<file path="src/rtl/agc_pwm_gen_if.sv">
// AGC/PWM control bus: loop configuration and estimator strobe in, gain code and pins out.
interface agc_pwm_gen_if #(
  parameter int unsigned DB_WID = 9
);
  logic              agc_en;
  logic [DB_WID-1:0] pwr_est_dB;
  logic              pwr_est_end;
  logic [DB_WID-1:0] pwr_target;
  logic [3:0]        pwr_window;
  logic [1:0]        pwm_step;
  logic              pwm_ena;
  logic              pwm_inv;
  logic              pwm_th_ena;
  logic [6:0]        pwm_th_in;
  logic [6:0]        pwm_max_val;
  logic [6:0]        pwm_th_out;
  logic              pwm_out;
  logic              agc_fix;

  modport master (
    output agc_en, pwr_est_dB, pwr_est_end, pwr_target, pwr_window, pwm_step,
           pwm_ena, pwm_inv, pwm_th_ena, pwm_th_in, pwm_max_val,
    input  pwm_th_out, pwm_out, agc_fix
  );

  modport slave (
    input  agc_en, pwr_est_dB, pwr_est_end, pwr_target, pwr_window, pwm_step,
           pwm_ena, pwm_inv, pwm_th_ena, pwm_th_in, pwm_max_val,
    output pwm_th_out, pwm_out, agc_fix
  );
endinterface

</file>
<file path="src/rtl/agc_pwm_gen.sv">
// AGC loop filter: steps a 7-bit gain code from dB power estimates, tracks lock,
// and drives a 128-step PWM whose duty is the gain code.
module agc_pwm_gen #(
  parameter int unsigned DB_WID     = 9,
  parameter int unsigned PWM_INIT   = 64,
  parameter int unsigned LOCK_CNT   = 3,
  parameter int unsigned UNLOCK_CNT = 2
) (
  input logic          clk,
  input logic          reset_n,
  agc_pwm_gen_if.slave agc
);

  localparam int unsigned CntW = 4;

  typedef enum logic [1:0] {StIdle, StTrack, StLocked} state_e;

  state_e              state_q;
  logic [6:0]          code_q;
  logic                fix_q;
  logic [CntW-1:0]     in_cnt_q;
  logic [CntW-1:0]     miss_cnt_q;
  logic [6:0]          pwm_cnt_q;
  logic [6:0]          duty_q;
  logic                pwm_q;

  logic signed [DB_WID:0] err;
  logic signed [DB_WID:0] win;
  logic                   above;
  logic                   below;
  logic [3:0]             step;
  logic [6:0]             base;
  logic [7:0]             sum;
  logic [6:0]             code_up;
  logic [6:0]             code_dn;
  logic [6:0]             code_adj;
  logic [6:0]             th_clamp;
  logic [CntW-1:0]        in_inc;
  logic [CntW-1:0]        miss_inc;

  // Error classification and saturating up/down candidates for the next gain code.
  always_comb begin
    err      = $signed({1'b0, agc.pwr_est_dB}) - $signed({1'b0, agc.pwr_target});
    win      = $signed({{(DB_WID - 3){1'b0}}, agc.pwr_window});
    above    = err > win;
    below    = err < -win;
    step     = (state_q == StLocked) ? 4'd1 : (4'd1 << agc.pwm_step);
    // A lowered ceiling pulls the code down before it is stepped.
    base     = (code_q > agc.pwm_max_val) ? agc.pwm_max_val : code_q;
    sum      = {1'b0, base} + {4'b0, step};
    code_up  = (sum > {1'b0, agc.pwm_max_val}) ? agc.pwm_max_val : sum[6:0];
    code_dn  = ({3'b0, step} > base) ? 7'd0 : base - {3'b0, step};
    code_adj = above ? code_dn : (below ? code_up : base);
    th_clamp = (agc.pwm_th_in > agc.pwm_max_val) ? agc.pwm_max_val : agc.pwm_th_in;
    in_inc   = in_cnt_q + 1'b1;
    miss_inc = miss_cnt_q + 1'b1;
  end

  // Loop FSM: gain code, lock flag and in-band/miss counters.
  always_ff @(posedge clk or negedge reset_n) begin
    if (!reset_n) begin
      state_q    <= StIdle;
      code_q     <= 7'(PWM_INIT);
      fix_q      <= 1'b0;
      in_cnt_q   <= '0;
      miss_cnt_q <= '0;
    end else if (agc.pwm_th_ena) begin
      state_q    <= StIdle;
      code_q     <= th_clamp;
      fix_q      <= 1'b0;
      in_cnt_q   <= '0;
      miss_cnt_q <= '0;
    end else if (!agc.agc_en) begin
      state_q    <= StIdle;
      fix_q      <= 1'b0;
      in_cnt_q   <= '0;
      miss_cnt_q <= '0;
    end else begin
      case (state_q)
        StIdle: begin
          state_q <= StTrack;
          fix_q   <= 1'b0;
        end
        StTrack: begin
          if (agc.pwr_est_end) begin
            code_q <= code_adj;
            if (above || below) begin
              in_cnt_q <= '0;
            end else if (in_inc == CntW'(LOCK_CNT)) begin
              state_q    <= StLocked;
              fix_q      <= 1'b1;
              in_cnt_q   <= '0;
              miss_cnt_q <= '0;
            end else begin
              in_cnt_q <= in_inc;
            end
          end
        end
        StLocked: begin
          if (agc.pwr_est_end) begin
            code_q <= code_adj;
            if (!(above || below)) begin
              miss_cnt_q <= '0;
            end else if (miss_inc == CntW'(UNLOCK_CNT)) begin
              state_q    <= StTrack;
              fix_q      <= 1'b0;
              miss_cnt_q <= '0;
              in_cnt_q   <= '0;
            end else begin
              miss_cnt_q <= miss_inc;
            end
          end
        end
        default: begin
          state_q <= StIdle;
          fix_q   <= 1'b0;
        end
      endcase
    end
  end

  // Free-running PWM; duty reloads only at period end so a code change never glitches a period.
  always_ff @(posedge clk or negedge reset_n) begin
    if (!reset_n) begin
      pwm_cnt_q <= '0;
      duty_q    <= 7'(PWM_INIT);
      pwm_q     <= 1'b0;
    end else begin
      pwm_cnt_q <= pwm_cnt_q + 7'd1;
      if (pwm_cnt_q == 7'd127) begin
        duty_q <= code_q;
      end
      pwm_q <= (agc.pwm_ena & (pwm_cnt_q < duty_q)) ^ agc.pwm_inv;
    end
  end

  assign agc.pwm_th_out = code_q;
  assign agc.agc_fix    = fix_q;
  assign agc.pwm_out    = pwm_q;

endmodule

</file>
<file path="src/flat_wrapper.sv">
// flat-port wrapper written by rule: the top's interface ports become plain ports
module agc_pwm_gen_flat 
#(
  parameter int unsigned DB_WID     = 9,
  parameter int unsigned PWM_INIT   = 64,
  parameter int unsigned LOCK_CNT   = 3,
  parameter int unsigned UNLOCK_CNT = 2
)
  (clk, reset_n, agc_agc_en, agc_pwr_est_dB, agc_pwr_est_end, agc_pwr_target, agc_pwr_window, agc_pwm_step, agc_pwm_ena, agc_pwm_inv, agc_pwm_th_ena, agc_pwm_th_in, agc_pwm_max_val, agc_pwm_th_out, agc_pwm_out, agc_agc_fix);
  agc_pwm_gen_if #(.DB_WID(DB_WID)) agc_i ();
  input logic clk;
  input logic reset_n;
  input wire logic [$bits(agc_i.agc_en)-1:0] agc_agc_en;
  input wire logic [$bits(agc_i.pwr_est_dB)-1:0] agc_pwr_est_dB;
  input wire logic [$bits(agc_i.pwr_est_end)-1:0] agc_pwr_est_end;
  input wire logic [$bits(agc_i.pwr_target)-1:0] agc_pwr_target;
  input wire logic [$bits(agc_i.pwr_window)-1:0] agc_pwr_window;
  input wire logic [$bits(agc_i.pwm_step)-1:0] agc_pwm_step;
  input wire logic [$bits(agc_i.pwm_ena)-1:0] agc_pwm_ena;
  input wire logic [$bits(agc_i.pwm_inv)-1:0] agc_pwm_inv;
  input wire logic [$bits(agc_i.pwm_th_ena)-1:0] agc_pwm_th_ena;
  input wire logic [$bits(agc_i.pwm_th_in)-1:0] agc_pwm_th_in;
  input wire logic [$bits(agc_i.pwm_max_val)-1:0] agc_pwm_max_val;
  output wire logic [$bits(agc_i.pwm_th_out)-1:0] agc_pwm_th_out;
  output wire logic [$bits(agc_i.pwm_out)-1:0] agc_pwm_out;
  output wire logic [$bits(agc_i.agc_fix)-1:0] agc_agc_fix;
  assign agc_i.agc_en = agc_agc_en;
  assign agc_i.pwr_est_dB = agc_pwr_est_dB;
  assign agc_i.pwr_est_end = agc_pwr_est_end;
  assign agc_i.pwr_target = agc_pwr_target;
  assign agc_i.pwr_window = agc_pwr_window;
  assign agc_i.pwm_step = agc_pwm_step;
  assign agc_i.pwm_ena = agc_pwm_ena;
  assign agc_i.pwm_inv = agc_pwm_inv;
  assign agc_i.pwm_th_ena = agc_pwm_th_ena;
  assign agc_i.pwm_th_in = agc_pwm_th_in;
  assign agc_i.pwm_max_val = agc_pwm_max_val;
  assign agc_pwm_th_out = agc_i.pwm_th_out;
  assign agc_pwm_out = agc_i.pwm_out;
  assign agc_agc_fix = agc_i.agc_fix;
  agc_pwm_gen #(.DB_WID(DB_WID), .PWM_INIT(PWM_INIT), .LOCK_CNT(LOCK_CNT), .UNLOCK_CNT(UNLOCK_CNT)) u_core (.clk(clk), .reset_n(reset_n), .agc(agc_i));
endmodule
</file>
<file path="config.mk">
export PLATFORM = sky130hd
export DESIGN_NAME = agc_pwm_gen_flat
export DESIGN_NICKNAME = d
export VERILOG_FILES = /design/src/rtl/agc_pwm_gen_if.sv /design/src/rtl/agc_pwm_gen.sv /design/src/flat_wrapper.sv
export SDC_FILE = /design/constraint.sdc
export NUM_CORES = 1
export LEC_CHECK = 0
export BUFFER_PORTS_ARGS = -buffer_cell sky130_fd_sc_hd__buf_2
export CORE_ASPECT_RATIO = 2
export CORE_UTILIZATION = 60
export CTS_BUF_LIST = sky130_fd_sc_hd__clkbuf_16
export CTS_CLUSTER_SIZE = 20
export DETAILED_ROUTE_END_ITERATION = 12
export PLACE_DENSITY = 0.83
export SLEW_MARGIN = 20
export SYNTH_ARGS = -nofsm -noshare
export SYNTH_HDL_FRONTEND = slang
export SYNTH_SLANG_ARGS = --single-unit
</file>
<file path="constraint.sdc">
create_clock -name clk -period 6.5 [get_ports clk]
set_input_delay 0.975 -clock clk [delete_from_list [all_inputs] [get_ports clk]]
set_output_delay 0.975 -clock clk [all_outputs]
set_load 0.05 [all_outputs]
</file>
* Word-level counts from Yosys, hierarchy flattened
Index checks and enable logic that the tools add are counted.
** Storage, ports and cells
- Bits in registers :: 33
- Input bits :: 45
- Output and inout port bits :: 9
- Word-level logic and storage cells :: 94
** Operators by class
- $add $sub $neg :: 7
- Magnitude comparators :: 7
- Equality and inequality tests :: 12
- Shifts and indexed selects :: 1
- Multiplexer cells :: 47
- Bitwise operators :: 2
- Reduce and logical (&&, ||, !) cells :: 10
** Operators with widths (count)
- $mux 7 :: 10
- $mux 4 :: 17
- $ne 4x4->1 const B :: 5
- $mux 2 :: 8
- $pmux 4 s2 :: 2
- $gt 7x7->1 :: 2
- $gt 10x5->1 :: 1
- $lt 10x10->1 :: 1
- $neg 4->10 :: 1
- $reduce_and 5->1 :: 2
- $sub 9x9->10 :: 1
- $add 4x1->4 const B :: 2
- $add 7x4->8 :: 1
- $eq 4x2->1 const B :: 2
- $gt 8x7->1 :: 1
- $mux 1 :: 8
- $add 7x1->7 const B :: 1
- $eq 7x7->1 const B :: 1
- $gt 4x7->1 :: 1
- $lt 7x7->1 :: 1
- $sub 7x4->7 :: 1
- $pmux 2 s3 :: 1
- $reduce_and 6->1 :: 1
- $reduce_bool 2->1 :: 3
- other kinds (12) :: 12

* Depth between registers and ports, before layout
- Depth after elaboration :: 11
- Gate-level depth with buffers :: 23

* Worst setup path after synthesis
Ideal clock, no wire load.
- Path kind :: input to register
- Start :: input agc_pwm_max_val[4]
- End :: register u_core.code_q[0] (netlist: u_core.agc.pwm_th_out[0])
- Arrival :: 5.552 ns
- Slack :: 0.799 ns
- Cell stages on the path :: 23
- Path through :: inv_1 > ha_1 > nand4_1 > a21oi_2 > o32ai_4 > clkbuf_1 > mux2_2 > ha_1 > inv_1 > ha_1 > nor2_1 > o21bai_1 > a21oi_1 > a21oi_1 > xnor2_1 > ha_1 > a21oi_1 > nand2_1 > o22ai_1 > o41ai_4 > mux2_1 > o211ai_1 > a22oi_2
** Between the ends
- Cells in the longest elaborated chain, start to end :: 11
- Elaborated cells on any way between the ends :: 16
- Classes of those cells :: add/sub (2); order compare (4); mux (10)
** Ends and longest elaborated chain
- start, declared :: line flat_wrapper.sv:23 : input wire logic [$bits(agc_i.pwm_max_val)-1:0] agc_pwm_max_val;
- $gt 7x7->1 :: line agc_pwm_gen.sv:49 : base = (code_q > agc.pwm_max_val) ? agc.pwm_max_val : code_q;
- $mux 7 :: line agc_pwm_gen.sv:49
- $add 7x4->8 :: line agc_pwm_gen.sv:50 : sum = {1'b0, base} + {4'b0, step};
- $gt 8x7->1 :: line agc_pwm_gen.sv:51 : code_up = (sum > {1'b0, agc.pwm_max_val}) ? agc.pwm_max_val : sum[6:0];
- $mux 7 :: line agc_pwm_gen.sv:51
- $mux 7 (2 in series) :: line agc_pwm_gen.sv:53 : code_adj = above ? code_dn : (below ? code_up : base);
- $mux 7 :: line agc_pwm_gen.sv:85, agc_pwm_gen.sv:100
- $mux 7
- $mux 7 :: line agc_pwm_gen.sv:73 : end else if (!agc.agc_en) begin
- $mux 7 * :: line agc_pwm_gen.sv:67 : end else if (agc.pwm_th_ena) begin
- end signal, assigned :: line agc_pwm_gen.sv:69 : code_q <= th_clamp;
- end signal, assigned :: line agc_pwm_gen.sv:86 : code_q <= code_adj;
- end signal, assigned :: line agc_pwm_gen.sv:101 : code_q <= code_adj;
- end, declared :: line agc_pwm_gen.sv:19 : logic [6:0] code_q;
Every way passes the cells marked *; elsewhere a longest branch is shown, timed or not. The select of a mux whose other input is x is not followed.
A chain may end at the register's enable or synchronous reset.

* Final worst setup path
Ends and elaborated chain as after synthesis.

==> out/qor.csv <==
stage;metric;value;unit
final_layout;finished layout cell area;0.00464;mm2
worst_setup_path;CP Max Fanout;9;
sta;final period utilization;0.850;
route;wire per inst;17.9;um
worst_setup_path;Crit. End Element;flip-flop;
yosys;post-synthesis sequential area ratio;0.203;
power;sequential share of power;0.185;
clock_network;CTS Root Cell;clkbuf_16;
place;hpwl dp;8990;um
power;Clk network pwr share;0.195;
clock_network;maximum clock insertion buffer count;2;
route;initial DRC count;151;
sta;Final Max Tran Viols;0;
floorplan;Initial Utilization;0.621;
sta;Final Skew;0.00747;ns
sta;Final Hold Fails;0;
place;Buffers on Ports;53;
clock_network;# Post-CTS Setup Buffers;0;
final_layout;Inserted Diodes;0;
grt;global route overflow;0;
job;max_cap viols;0;
yosys;Synth Instances;479;
sta;worst setup margin;0.975;ns
floorplan;Die W;60.3;um
clock_network;TritonCTS Sinks;33;
final_layout;fin util;0.706;
clock_network;hold_buf cts;0;
route;Pre-Repair DR Iteration Count;5;
yosys;Mapped Area;0.00408;mm2
final_layout;area added between synthesis and finish;13.8;%
final_layout;most common cell after layout, fill and taps aside;ha_1;
worst_setup_path;WP data required;6.66;ns
yosys;Unique masters post-synth;71;
power;total power;1.42;mW
yosys;async set-or-reset flop fraction in the synthesized netlist;1.00;
outcome;status;completed;
place;Placement Setup Slack;0.716;ns
floorplan;die area;0.00715;mm2
yosys;ranking of synthesized cells by area;ha_1 (21%), dfrtp_1 (19%), inv_1 (4.8%);
place;Placed Area;0.00447;mm2
sta;Final setup viols;0;
floorplan;die height;119;um
yosys;Synth Net Count;595;
clock_network;Clk Latency, worst-skew pair;0.29;ns
sta;Worst slew margin;0.514;
yosys;Post-synth EDFFs;0;
floorplan;Core Box Area;0.00657;mm2
sta;Setup TNS Final;0;ns
grt;initial antenna violation count;0;
power;Comb power frac;0.620;
sta;RSZ-0062 raised after global routing;false;
power;Net Sw Power;0.669;mW
clock_network;Worst-path clk slew;0.06;ns
floorplan;row count;42;
grt;first-pass GRT wire length;17900;um
worst_setup_path;kind of start point of the critical path;primary input;
yosys;Synth Area per Inst;8.51;um2
yosys;flops & latches, synth;33;
yosys;area share of the largest cell type after synthesis;0.215;
clock_network;CTS tree;yes;
final_layout;commonest cells after routing, fill and taps aside;ha_1 (70), buf_2 (53), inv_1 (52);
power;Static Leak;2.27;nW
yosys;Synth area leader;ha_1;
route;DRT antenna net count;0;
sta;Max Clk Rate;181;MHz
yosys;Synth Warn #;0;
worst_setup_path;WS Path Type;in2reg;
power;PwrDens;307;mW/mm2
grt;largest net degree at the start of global routing;34;
clock_network;post-cts resize count;0;
sta;worst-margin pin slew;0.728;ns
clock_network;CTS buffer count;5;
yosys;dominant synthesized flop cell;dfrtp_1;
power;P_int;0.754;mW
route;total number of vias;4021;
final_layout;fin nets;653;
power;switching share of total power;0.470;
worst_setup_path;CP Data Arrival Time;5.68;ns
route;remaining design rule violation count;0;
power;Peak VDD IR;250;uV
grt;vias in the first global route;4129;
sta;post-layout min period;5.53;ns
final_layout;layout cells sized above 1;0.182;
clock_network;H-tree lvl count;2;
place;Final Wtd Congestion;1.01;
hold_path;Min-Delay Path Class;reg2reg;
grt;GRT Total Usage;0.336;
route;vias per cell;6.42;
route;Post-Route WL;11200;um
floorplan;I/O pin total;54;
==> logic make-up after synthesis <==
group / after synthesis / share of synthesized area
flops: 33 / 0.203
mux: 22 / 0.0599
simple gates: 127 / 0.156
compound gates: 145 / 0.261
xor+xnor: 21 / 0.0451
buf+inv: 60 / 0.0552
fa+ha+maj: 71 / 0.220
==> state kept, by name, indices dropped and copies added, names as in the netlist <==
register / count
u_core.miss_cnt_q: 4
u_core.agc.pwm_th_out: 7
u_core.pwm_cnt_q: 7
u_core.in_cnt_q: 4
u_core.agc.pwm_out: 1
u_core.state_q: 2
u_core.agc.agc_fix: 1
u_core.duty_q: 7
==> critical path: stages <==
cell      delay [ns]
buf_2           0.12
inv_1           0.15
ha_1            0.29
nand4_1         0.20
a21oi_2         0.08
o32ai_4         0.47
mux2_2          0.39
ha_1            0.27
inv_1           0.05
ha_1            0.17
nor2_1          0.15
o21bai_1        0.09
a21oi_1         0.38
a21oi_1         0.17
xnor2_1         0.16
ha_1            0.31
a21oi_1         0.15
nand2_1         0.06
o22ai_1         0.12
buf_4           0.18
o41ai_4         0.13
mux2_1          0.35
o211ai_1        0.19
a22oi_2         0.07
==> routing by layer <==
layer	GRT usage	vias to the layer above	routed length, um
met2	0.609	160	6120
li1	-	1889	-
met1	0.292	1907	3720
met5	0	-	0
met4	0.298	0	957
met3	0.0416	65	386
==> through the flow <==
stage / hold WS [ns] / instances
6_report: 0.490 / 626
5_1_grt: 0.532 / 626
4_1_cts: 0.493 / 626
3_5_place_dp: 0.488 / 618
3_3_place_gp: 0.465 / 618
2_1_floorplan: 0.451 / 479
==> synthesized netlist by cell type (6+ instances only) <==
master / n
o21a_1: 7
o21ai_0: 21
nor3_1: 13
xnor2_1: 11
a21o_1: 12
dfrtp_1: 31
and3_1: 6
clkbuf_1: 7
ha_1: 70
nand4_1: 7
nand3_1: 12
a21oi_1: 30
inv_1: 52
mux2_2: 12
nor2_1: 33
nand2_1: 23
nor2b_1: 8
nand2b_1: 7
xor2_1: 10
==> path summary, 6_finish.rpt <==
check	from	endpoint	slack (ns)	cells after the start
worst max-delay path	agc_pwm_max_val[4]	u_core.agc.pwm_th_out[0]	0.97	24
worst min-delay path	u_core.duty_q[0]	u_core.duty_q[0]	0.49	2
worst max register to register	u_core.agc.pwm_th_out[4]	u_core.agc.pwm_th_out[0]	1.35	22
worst min register to register	u_core.duty_q[0]	u_core.duty_q[0]	0.49	2
max in group asynchronous	reset_n	u_core.pwm_cnt_q[1]	5.29	1
min in group asynchronous	reset_n	u_core.duty_q[2]	0.74	1
==> power groups by stage <==
| stage | sequential (mW) | clock, mW | combinational (mW) |
|---|---|---|---|
| 2_1_floorplan | 0.309 | 0 | 0.582 |
| 3_3_place_gp | 0.265 | 0 | 0.847 |
| 3_5_place_dp | 0.265 | 0 | 0.864 |
| 4_1_cts | 0.262 | 0.278 | 0.868 |
| 5_1_grt | 0.265 | 0.287 | 0.953 |
| 6_report | 0.263 | 0.277 | 0.883 |
==> final cells by class <==
type | instances | area [um2]
Multi-Input combinational cell | 386 | 3020
Fill cell | 531 | 1930
Sequential cell | 33 | 828
Timing Repair Buffer | 59 | 310
Inverter | 52 | 195
Clock buffer | 5 | 125
Tap cell | 88 | 110
Clock inverter | 3 | 46.3
No activity file was read; power rests on OpenSTA's default activity.
